**src/rtl/fetch_0_if.sv**
```systemverilog
// Fetch-stage bus: instruction-memory request side plus the decode-facing
// control inputs and the F/D tag outputs.
interface fetch_0_if;
    logic [31:0] address;
    logic [1:0]  access_size;
    logic        rw;
    logic [31:0] data_in;
    logic        stall;
    logic        redirect;
    logic [31:0] redirect_target;
    logic        halt_req;
    logic [31:0] FD_PC;
    logic        FD_valid;
    logic [31:0] fetch_count;
    logic        fetch_err;

    modport master (
        input  stall, redirect, redirect_target, halt_req,
        output address, access_size, rw, data_in,
               FD_PC, FD_valid, fetch_count, fetch_err
    );
    modport slave (
        output stall, redirect, redirect_target, halt_req,
        input  address, access_size, rw, data_in,
               FD_PC, FD_valid, fetch_count, fetch_err
    );
endinterface

```
**src/rtl/fetch_0.sv**
```systemverilog
// Instruction-fetch stage: owns the PC, handles decode stalls, delay-slot
// redirects and halts on misaligned/out-of-range fetch targets.
`ifndef ADDR_START
`define ADDR_START 32'h0040_0000
`endif
`ifndef MEM_DEPTH
`define MEM_DEPTH 32'h0010_0000
`endif

module fetch_0 #(
    parameter logic [31:0] RESET_PC   = `ADDR_START,
    parameter logic [31:0] ADDR_LIMIT = `ADDR_START + `MEM_DEPTH - 32'd3
) (
    input  logic       clk,
    input  logic       rst_n,
    fetch_0_if.master  bus
);
    typedef enum logic {RUN, HALT} state_t;

    state_t      state, state_nxt;
    logic [31:0] pc, pc_nxt;
    logic [31:0] fd_pc, fd_pc_nxt;
    logic [31:0] cnt, cnt_nxt;
    logic [31:0] pend, pend_nxt;
    logic        pend_v, pend_v_nxt;
    logic        fd_valid, fd_valid_nxt;
    logic        err, err_nxt;
    logic [31:0] target;
    logic        bad;

    always_ff @(posedge clk or negedge rst_n) begin
        if (!rst_n) begin
            state    <= RUN;
            pc       <= RESET_PC;
            fd_pc    <= '0;
            fd_valid <= 1'b0;
            cnt      <= '0;
            err      <= 1'b0;
            pend     <= '0;
            pend_v   <= 1'b0;
        end else begin
            state    <= state_nxt;
            pc       <= pc_nxt;
            fd_pc    <= fd_pc_nxt;
            fd_valid <= fd_valid_nxt;
            cnt      <= cnt_nxt;
            err      <= err_nxt;
            pend     <= pend_nxt;
            pend_v   <= pend_v_nxt;
        end
    end

    // A fresh redirect beats a held one; the held one beats sequential flow.
    assign target = bus.redirect ? bus.redirect_target :
                    pend_v       ? pend : pc + 32'd4;
    assign bad    = (target[1:0] != 2'b00) || (target >= ADDR_LIMIT);

    always_comb begin
        state_nxt    = state;
        pc_nxt       = pc;
        fd_pc_nxt    = fd_pc;
        fd_valid_nxt = fd_valid;
        cnt_nxt      = cnt;
        err_nxt      = err;
        pend_nxt     = pend;
        pend_v_nxt   = pend_v;
        case (state)
            RUN: begin
                if (bus.halt_req) begin
                    state_nxt = HALT;
                end else if (bus.stall) begin
                    // Hold the target so the delay slot is fetched first on release.
                    if (bus.redirect) begin
                        pend_v_nxt = 1'b1;
                        pend_nxt   = bus.redirect_target;
                    end
                end else begin
                    fd_pc_nxt    = pc;
                    fd_valid_nxt = 1'b1;
                    cnt_nxt      = cnt + 32'd1;
                    if (!bus.redirect) pend_v_nxt = 1'b0;
                    if (bad) begin
                        err_nxt   = 1'b1;
                        state_nxt = HALT;
                    end else begin
                        pc_nxt = target;
                    end
                end
            end
            HALT: fd_valid_nxt = 1'b0;
            default: state_nxt = HALT;
        endcase
    end

    // Outside a fetch, re-read FD_PC so FD_IR stays put; reset is a non-fetch.
    assign bus.address     = (rst_n && state == RUN && !bus.stall) ? pc : fd_pc;
    assign bus.access_size = 2'b10;
    assign bus.rw          = 1'b1;
    assign bus.data_in     = 32'd0;
    assign bus.FD_PC       = fd_pc;
    assign bus.FD_valid    = fd_valid;
    assign bus.fetch_count = cnt;
    assign bus.fetch_err   = err;
endmodule

```
**src/flat_wrapper.sv**
```systemverilog
// flat-port wrapper written by rule: the top's interface ports become plain ports
module fetch_0_flat 
#(
    parameter logic [31:0] RESET_PC   = `ADDR_START,
    parameter logic [31:0] ADDR_LIMIT = `ADDR_START + `MEM_DEPTH - 32'd3
)
  (clk, rst_n, bus_stall, bus_redirect, bus_redirect_target, bus_halt_req, bus_address, bus_access_size, bus_rw, bus_data_in, bus_FD_PC, bus_FD_valid, bus_fetch_count, bus_fetch_err);
  fetch_0_if bus_i ();
  input  logic clk;
  input  logic rst_n;
  input wire logic [$bits(bus_i.stall)-1:0] bus_stall;
  input wire logic [$bits(bus_i.redirect)-1:0] bus_redirect;
  input wire logic [$bits(bus_i.redirect_target)-1:0] bus_redirect_target;
  input wire logic [$bits(bus_i.halt_req)-1:0] bus_halt_req;
  output wire logic [$bits(bus_i.address)-1:0] bus_address;
  output wire logic [$bits(bus_i.access_size)-1:0] bus_access_size;
  output wire logic [$bits(bus_i.rw)-1:0] bus_rw;
  output wire logic [$bits(bus_i.data_in)-1:0] bus_data_in;
  output wire logic [$bits(bus_i.FD_PC)-1:0] bus_FD_PC;
  output wire logic [$bits(bus_i.FD_valid)-1:0] bus_FD_valid;
  output wire logic [$bits(bus_i.fetch_count)-1:0] bus_fetch_count;
  output wire logic [$bits(bus_i.fetch_err)-1:0] bus_fetch_err;
  assign bus_i.stall = bus_stall;
  assign bus_i.redirect = bus_redirect;
  assign bus_i.redirect_target = bus_redirect_target;
  assign bus_i.halt_req = bus_halt_req;
  assign bus_address = bus_i.address;
  assign bus_access_size = bus_i.access_size;
  assign bus_rw = bus_i.rw;
  assign bus_data_in = bus_i.data_in;
  assign bus_FD_PC = bus_i.FD_PC;
  assign bus_FD_valid = bus_i.FD_valid;
  assign bus_fetch_count = bus_i.fetch_count;
  assign bus_fetch_err = bus_i.fetch_err;
  fetch_0 #(.RESET_PC(RESET_PC), .ADDR_LIMIT(ADDR_LIMIT)) u_core (.clk(clk), .rst_n(rst_n), .bus(bus_i));
endmodule
```
**config.mk**
```make
export PLATFORM = sky130hd
export DESIGN_NAME = fetch_0_flat
export DESIGN_NICKNAME = d
export VERILOG_FILES = /design/src/rtl/fetch_0_if.sv /design/src/rtl/fetch_0.sv /design/src/flat_wrapper.sv
export SDC_FILE = /design/constraint.sdc
export NUM_CORES = 1
export LEC_CHECK = 0
export BUFFER_PORTS_ARGS = -buffer_cell sky130_fd_sc_hd__buf_2
export CAP_MARGIN = 40
export CORE_MARGIN = 4
export CORE_UTILIZATION = 29
export DETAILED_ROUTE_END_ITERATION = 10
export PLACE_DENSITY = 0.55
export SETUP_SLACK_MARGIN = 0.15
export SLEW_MARGIN = 20
export SYNTH_ARGS = -nofsm -noshare
export SYNTH_HDL_FRONTEND = slang
export SYNTH_SLANG_ARGS = --single-unit
```
**constraint.sdc**
```tcl
create_clock -name clk -period 4.5 [get_ports clk]
set_clock_uncertainty 0.1 [all_clocks]
set_input_delay 0.9 -clock clk [delete_from_list [all_inputs] [get_ports clk]]
set_output_delay 0.9 -clock clk [all_outputs]
set_load 0.02 [all_outputs]
```
==> flow_summary.toml, run 1 <==
[final_layout]
nets = 840
antenna_cells = 0
fin_area_um2 = 8452
syn_to_final_growth_pct = 22.02
nFillCells = 2388
drive_above_1_share = 0.3120
fin_util = 0.3601
instances_no_fill = 1133

[status]
status = "completed"

[global_route]
grt_pass1_vias = 5191
grt_start_max_net_pins = 47
grt_pass1_wl_um = 29530
antenna_found_initial = 0
grt_util_all_layers = 0.1417
grt_overflow = 0

[detailed_routing]
drc_errors = 0
vias_per_cell = 4.615
drt-pass1-iter-count = 5
wirelength_um = 18630
drt_iter0_drc = 339
vias = 5229
wl_per_cell_um = 16.44
final_antenna_net_count = 0

[yosys]
syn_avg_cell_area_um2 = 10.28
ys_ff_latch = 132
netlist_area_um2 = 6927
synth_cell_type_count = 55
synth_edf_count = 0
synthXorXnorAreaFrac = 0.05943
synth_ff_type = "dfrtp_1"
muxShareOfSynthArea = 0.1517
synth-compound-area-share = 0.05780
synth-simple-area-share = 0.1812
synth_top_family_by_area = "simple AND/OR/NAND/NOR gates"
syn_inst = 674
synth-adder-area-share = 0.003613
yosysWarnings = 0
ys_seq_area_frac = 0.4771
async_reset_ff_frac = 1.000

[power]
clockPowerShare = 0.521
vdd_drop_max_v = 0.0002051
seqPwrFrac = 0.415
p_sw_frac = 0.2346
power_frac_comb = 0.063
leakagePower_nw = 4.318
p_sw_mw = 0.6925
finalPower_mw = 2.952
intPower_mw = 2.259
power.density_nw_per_um2 = 349.2

[placement]
pre_cts_slack_ps = 728.2
routabilityCongestion = 0.8436
portBuffers = 134
placed_cells = 1101
dpl-instance-area_um2 = 7796
dpl.hpwl_um = 13680

[setup_path]
arrival_ps = 2420
path_buf_inv = 3
required_ps = 3500
path_max_fanout = 44
slowest_stage = "mux2_2"
critPathLaunchType = "input port"
crit_chain = "buf_6 -> nor3b_2 -> buf_4 -> mux2_2 -> buf_2"
crit_path_end_kind = "output port"
slowest_delay_ps = 410
crit_type = "input port to output port"
cp_top_family = "buffers and inverters"

[flow_run]
cap_violations = 0

[floorplan]
rows = 56
ios = 170
core_um2 = 23470
initial_utilization = 0.2951
die_h_um = 162.5
die_width_um = 162.5
dieArea_um2 = 26420

[sta]
setup_tns_ps = 0
slew_headroom = 0.5559
whs_ps = 300.2
period_minus_slack_ps = 3421
report.final.slew_viol_count = 0
worst_slack_ps = 1079
final_hold_viol_count = 0
timing.final.crit_share = 0.7602
finalSetupViolations = 0
grt_setup_unrepaired = "no"
fmax_mhz = 292.3
tightest_slew_ps = 664.1

[clock_tree]
post_cts_buffers = 0
cts_hold_buf = 0
cts_buffers = 17
h-tree-depth = 4
clk_latency_ps = 420
ctsResizeCount = 0
cts_tree = "done"
clock-root-buffer = "clkbuf_16"
clockBufferDepth = 2
clock_sinks = 132
path_clk_slew_ps = 50

[worst_hold_path]
min_path_type = "input port to async pin"
flip-flops by register name, summed over array words and instances, names as in the netlist:
| register | flops |
|---|---|
| u_core.pend_v | 1 |
| u_core.pend | 32 |
| u_core.bus.FD_valid | 1 |
| u_core.bus.FD_PC | 32 |
| u_core.state | 1 |
| u_core.bus.fetch_err | 1 |
| u_core.bus.fetch_count | 32 |
| u_core.pc | 32 |
layout by cell type, fill, tap and decap left out, drive strengths merged, types with 2 or more instances in the layout:
master	instances
a211oi	3
a21oi	11
a222oi	3
a22o	2
and2	5
and3	13
and4	9
buf	146
bufinv	5
clkbuf	18
clkinv	3
clkinvlp	4
conb	35
dfrtp	131
ha	2
inv	13
mux2	80
mux2i	15
nand2	122
nand2b	3
nand3	18
nand4	15
nor2	23
nor2b	12
nor3	10
nor4	11
o21ai	27
o22ai	6
or3	6
xnor2	36
xor2	11
worst paths after layout:
path                                                  from                          to  slack [ps]  cells past startpoint
worst min-delay path                                 rst_n               u_core.pc[25]         300                      1
worst max-delay path                                 rst_n             bus_address[18]        1080                      5
min in group clk                u_core.bus.fetch_count[31]  u_core.bus.fetch_count[31]         370                      1
worst min register to register  u_core.bus.fetch_count[31]  u_core.bus.fetch_count[31]         370                      1
worst max register to register                u_core.pc[2]               u_core.pc[17]        1190                      9
max in group asynchronous                            rst_n  u_core.bus.fetch_count[16]        3050                      2
power by group through the flow:
stage | Combinational [mW] | Sequential, mW | Clock (mW)
6_report | 0.187 | 1.23 | 1.54
5_1_grt | 0.208 | 1.23 | 1.63
4_1_cts | 0.190 | 1.23 | 1.58
3_5_place_dp | 0.189 | 1.25 | 0
3_3_place_gp | 0.188 | 1.25 | 0
2_1_floorplan | 0.123 | 1.25 | 0
cell type report:
class,instances,area [um^2],share of cell area
Clock buffer,18,429.2,0.05078
Multi-Input combinational cell,493,3284,0.3886
Inverter,11,41.29,0.004885
Clock inverter,14,226.5,0.02679
Timing Repair Buffer,146,767.0,0.09075
Tap cell,319,399.1,0.04722
Sequential cell,132,3304,0.3910
worst reg2reg max path, stage by stage, from the launching register on:
cell and delay (ps):
dfrtp_1 440, ha_1 270, and4_1 330, nand4_2 270
mux2i_1 210, a22o_1 230, a211o_1 360, nor4_4 300
buf_4 320, mux2_1 370
synthesized netlist by cell type (all sizes together) (9+ instances only):
cell type / count / area (um^2)
clkbuf: 20 / 76.32
mux2i: 15 / 150.1
mux2: 80 / 900.9
and3: 13 / 81.33
inv: 11 / 41.29
a21oi: 11 / 55.05
xnor2: 36 / 315.3
nand2: 122 / 457.9
buf: 51 / 354.1
o21ai: 27 / 135.1
xor2: 11 / 96.34
nor4: 11 / 96.34
dfrtp: 131 / 3278
nor3: 10 / 50.05
nand3: 18 / 90.09
nand4: 15 / 121.4
and4: 9 / 78.83
nor2: 23 / 86.33
nor2b: 12 / 75.07
kinds of logic (layout without fill, tap and decap cells):
family,after synthesis,after routing
xor gates and xnor gates,47,47
buffers and inverters,82,189
adders and majority gates,2,2
and+or+nand+nor,251,251
muxes,95,95
DFF,132,132
AOI/OAI and AO/OA,63,63
other,2,35
per-layer routing:
layer | wire, um | share of wire | track usage | vias up
met4 | 172 | 0.0092 | 0.02897 | 0
met2 | 8341 | 0.45 | 0.2154 | 162
met1 | 9004 | 0.48 | 0.2025 | 2532
met5 | 0 | 0 | 0 | -
met3 | 1110 | 0.060 | 0.04050 | 11
li1 | - | - | - | 2524
(Power assumes the default switching activity.)
==> inputs of run 2 (changes only) <==
Clock period 4.5 ns to 3.55 ns, I/O delays scaled along.
==> flow_summary.toml, run 2 (synthesized netlist as in run 1, its figures left out) <==
[clock_tree]
clock-root-buffer = "clkbuf_16"
h-tree-depth = 4
clk_latency_ps = 420
clockBufferDepth = 2
post_cts_buffers = 0
cts_tree = "done"
ctsResizeCount = 0
cts_buffers = 17
cts_hold_buf = 0
clock_sinks = 132
path_clk_slew_ps = 60

[setup_path]
crit_chain = "nor4_1 -> a21oi_1 -> a311o_1 -> a221o_1 -> a211o_1 -> nor4_4 -> buf_4 -> mux2_1"
critPathLaunchType = "flip-flop"
required_ps = 3750
path_max_fanout = 13
cp_top_family = "compound AO/OA/AOI/OAI gates"
r2r-end = "u_core.pc[7]"
slowest_delay_ps = 590
r2r_slack_ps = 370
arrival_ps = 3380
crit_path_end_kind = "flip-flop"
reg2reg_depth = 8
r2r_start = "u_core.pend_v"
slowest_stage = "dfrtp_1"
crit_type = "flip-flop to flip-flop"
path_buf_inv = 1

[power]
clockPowerShare = 0.521
finalPower_mw = 3.749
p_sw_frac = 0.2359
vdd_drop_max_v = 0.0002507
power_frac_comb = 0.064
intPower_mw = 2.864
p_sw_mw = 0.8843
seqPwrFrac = 0.414
leakagePower_nw = 4.360
power.density_nw_per_um2 = 439.9

[global_route]
grt_pass1_vias = 5066
grt_start_max_net_pins = 133
top_usage_layer = "met2"
grt_overflow = 0
grt_util_all_layers = 0.1419
grt_pass1_wl_um = 29170
use_met2 = 0.2101
antenna_found_initial = 0
grt_use_met1 = 0.2058
grtUsageMet3 = 0.03366

[sta]
report.final.slew_viol_count = 0
fmax_mhz = 314.6
grt_setup_unrepaired = "no"
worst_slack_ps = 371.8
period_minus_slack_ps = 3178
timing.final.crit_share = 0.8953
slew_headroom = 0.4914
setup_tns_ps = 0
finalSetupViolations = 0
final_hold_viol_count = 0
tightest_slew_ps = 762.8

[final_layout]
final_common_cell = "buf_2"
antenna_cells = 0
fin_area_um2 = 8522
nets = 845
instances_no_fill = 1138
drive_above_1_share = 0.3175
layout_common_cells = "buf_2, dfrtp_1, nand2_1, mux2_2, xnor2_1"
syn_to_final_growth_pct = 23.03

[placement]
routabilityCongestion = 0.8671
dpl-instance-area_um2 = 7871
placed_cells = 1106
portBuffers = 134
pre_cts_slack_ps = 145.4
dpl.hpwl_um = 13340

[floorplan]
ios = 170
dieArea_um2 = 26420
rows = 56
die_width_um = 162.5
core_um2 = 23470
die_h_um = 162.5
initial_utilization = 0.2951

[detailed_routing]
final_antenna_net_count = 0
wirelength_um = 18620
drt_iter0_drc = 344
vias_per_cell = 4.641
wl_per_cell_um = 16.36
vias = 5282
drc_errors = 0
drt-pass1-iter-count = 4

[status]
status = "completed"

[worst_hold_path]
min_path_type = "input port to async pin"

[flow_run]
cap_violations = 0
-- run 2: power groups by stage --
stage | registers, mW | clock network (mW) | logic (mW)
floorplan | 1.58 | 0 | 0.156
global placement | 1.58 | 0 | 0.243
detailed placement | 1.58 | 0 | 0.243
CTS | 1.55 | 2.00 | 0.244
global route | 1.56 | 2.06 | 0.266
finish | 1.55 | 1.95 | 0.240
-- run 2: metal layers --
metal	wire, um	vias up	share of wire
met4	268	0	0.014
met1	9113	2556	0.49
met3	1080	17	0.058
met5	0	-	0
li1	-	2541	-
met2	8155	168	0.44
-- run 2: worst max path at each step --
stage                       start       endpoint  slack [ps]  cells after the start
floorplan            bus_redirect  u_core.pc[18]         330                     10
global placement     bus_redirect   u_core.pc[7]         230                      9
detailed placement   bus_redirect   u_core.pc[2]         150                      9
CTS                  u_core.pc[2]  u_core.pc[19]         360                      9
global route         u_core.pc[2]   u_core.pc[7]         190                      9
finish              u_core.pend_v   u_core.pc[7]         370                      8
-- run 2: cell type report --
cell class	instances	area, um^2
clock buffer	21	480.5
clock inverter	11	170.2
fill	2384	14950
inverter	11	41.29
multi-input combinational	493	3284
sequential	132	3304
tap	319	399.1
timing repair buffer	151	842.1
-- run 2: per-stage QoR --
| step | hold slack (ps) | utilization |
|---|---|---|
| final | 274.1 | 0.3631 |
| after global routing | 344.0 | 0.3631 |
| after CTS | 345.2 | 0.3631 |
| after detailed placement | 344.0 | 0.3353 |
| after global placement | 344.1 | 0.3353 |
| after floorplan | 314.4 | - |
==> inputs of run 3 (changes only) <==
--- a/config.mk
+++ b/config.mk
@@ -12,3 +12,3 @@
 export DETAILED_ROUTE_END_ITERATION = 10
-export PLACE_DENSITY = 0.55
+export PLACE_DENSITY = 0.56
 export SETUP_SLACK_MARGIN = 0.15
==> constraint.sdc (replaced) <==
create_clock -name clk -period 2.9 [get_ports clk]
set_clock_uncertainty 0.1 [all_clocks]
set_input_delay 0.435 -clock clk [delete_from_list [all_inputs] [get_ports clk]]
set_output_delay 0.435 -clock clk [all_outputs]
set_load 0.02 [all_outputs]
==> flow_summary.toml, run 3 (synthesized netlist as in run 1, its figures left out) <==
[power]
clockPowerShare = 0.486
p_sw_mw = 1.034
vdd_drop_max_v = 0.0003156
leakagePower_nw = 4.583
power.density_nw_per_um2 = 483.3
p_sw_frac = 0.2396
seqPwrFrac = 0.440
intPower_mw = 3.280
power_frac_comb = 0.074

[final_layout]
antenna_cells = 0
final_common_cell = "buf_2"
fin_util = 0.3803
fin_area_um2 = 8926
syn_to_final_growth_pct = 28.87
drive_above_1_share = 0.3788
nets = 896
layout_common_cells = "buf_2, dfrtp_1, nand2_1, mux2_2, buf_4"

[placement]
routabilityCongestion = 0.8739
dpl.hpwl_um = 13850
pre_cts_slack_ps = -56.24
dpl-instance-area_um2 = 8163
portBuffers = 134

[setup_path]
r2r_start = "u_core.pend_v"
path_max_fanout = 7
arrival_ps = 3110
required_ps = 3090
slowest_stage = "dfrtp_2"
crit_type = "flip-flop to flip-flop"
path_buf_inv = 3
r2r-end = "u_core.pc[6]"
r2r_slack_ps = -20
cp_common_cell = "nor4_4"
critPathLaunchType = "flip-flop"
cp_top_family = "simple AND/OR/NAND/NOR gates"
reg2reg_depth = 10
slowest_delay_ps = 450
crit_chain = "buf_6 -> or3b_4 -> nor4_4 -> mux2i_1 -> a22o_1 -> a211o_1 -> nor4_4 -> buf_12 -> buf_4 -> mux2_1"
crit_path_end_kind = "flip-flop"

[floorplan]
initial_utilization = 0.2951
die_h_um = 162.5
dieArea_um2 = 26420
die_width_um = 162.5
ios = 170
rows = 56
core_um2 = 23470

[clock_tree]
h-tree-depth = 4
cts_tree = "done"
cts_hold_buf = 0
clock-root-buffer = "clkbuf_16"
clock_sinks = 132
clk_latency_ps = 410
path_clk_slew_ps = 60
cts_buffers = 17
clockBufferDepth = 2

[detailed_routing]
dr_wl_met3_um = 977
wirelength_um = 19210
wl_met1_um = 9447
vias = 5467
drc_errors = 0
vias_per_cell = 4.614
highest_layer = "met4"
final_antenna_net_count = 0
drt_iter0_drc = 269
drt-pass1-iter-count = 4
wl_met2_um = 8483
wl_per_cell_um = 16.21

[sta]
setup_tns_ps = -113.8
grt_setup_unrepaired = "yes"
period_minus_slack_ps = 2923
report.final.slew_viol_count = 0
finalSetupViolations = 7
worst_slack_ps = -22.84
tightest_slew_ps = 779.4
timing.final.crit_share = 1.008
final_hold_viol_count = 0
fmax_mhz = 342.1
slew_headroom = 0.4804

[status]
violations = "negative setup slack"
status = "finished, violations left"

[global_route]
grt_start_max_net_pins = 133
grt_overflow = 0
grt_util_all_layers = 0.1438
grt_pass1_wl_um = 29910
grt_pass1_vias = 5319
antenna_found_initial = 0

[worst_hold_path]
min_path_type = "input port to async pin"

[flow_run]
cap_violations = 0
==> run 3: cell count changes in the layout (fill, tap and decap cells not counted), sizes merged <==
cell    delta
buf       +51
inv        -1
bufinv     -2
clkbuf     -1
==> run 3: repair_timing <==
action,CTS,global route
setup buffers,5,11
pin swaps,0,3
resized for setup,1,21
setup endpoints to repair,17,32
==> run 3: worst max-delay path by stage <==
| stage | start | endpoint | slack (ps) | cells after the start |
|---|---|---|---|---|
| floorplan | u_core.pc[15] | u_core.pc[18] | 160 | 9 |
| global placement | bus_redirect | u_core.pc[19] | 30 | 10 |
| detailed placement | bus_redirect | u_core.pc[19] | -60 | 9 |
| CTS | u_core.pc[2] | u_core.pc[9] | 50 | 9 |
| global route | u_core.pc[12] | u_core.pc[5] | -140 | 9 |
| finish | u_core.pend_v | u_core.pc[6] | -20 | 10 |
==> run 3: per-layer routing <==
layer	vias to the layer above	global-route usage
li1	2622	-
met1	2648	0.2098
met2	175	0.2179
met3	22	0.02987
met4	0	0.03774
met5	-	0
==> run 3: area by class of cell <==
class	count	area, um^2
Fill cell	2321	14550
Multi-Input combinational cell	493	3373
Sequential cell	132	3311
Timing Repair Buffer	202	1240
Clock buffer	20	456.7
Tap cell	319	399.1
Clock inverter	8	105.1
Inverter	11	41.29
==> run 3: stage by stage <==
step / cells / hold slack [ps] / power, mW
CTS: 1174 / 77.77 / 4.369
global placement: 1141 / 338.5 / 2.242
finish: 1185 / 5.373 / 4.314
floorplan: 707 / 39.41 / 2.133
detailed placement: 1141 / 362.3 / 2.245
global route: 1185 / 94.90 / 4.504
==> run 3: power groups by stage <==
stage	Combinational, mW	Clock (mW)	Sequential [mW]
2_1_floorplan	0.195	0	1.94
3_3_place_gp	0.314	0	1.93
3_5_place_dp	0.315	0	1.93
4_1_cts	0.315	2.16	1.90
5_1_grt	0.351	2.25	1.90
6_report	0.320	2.10	1.90
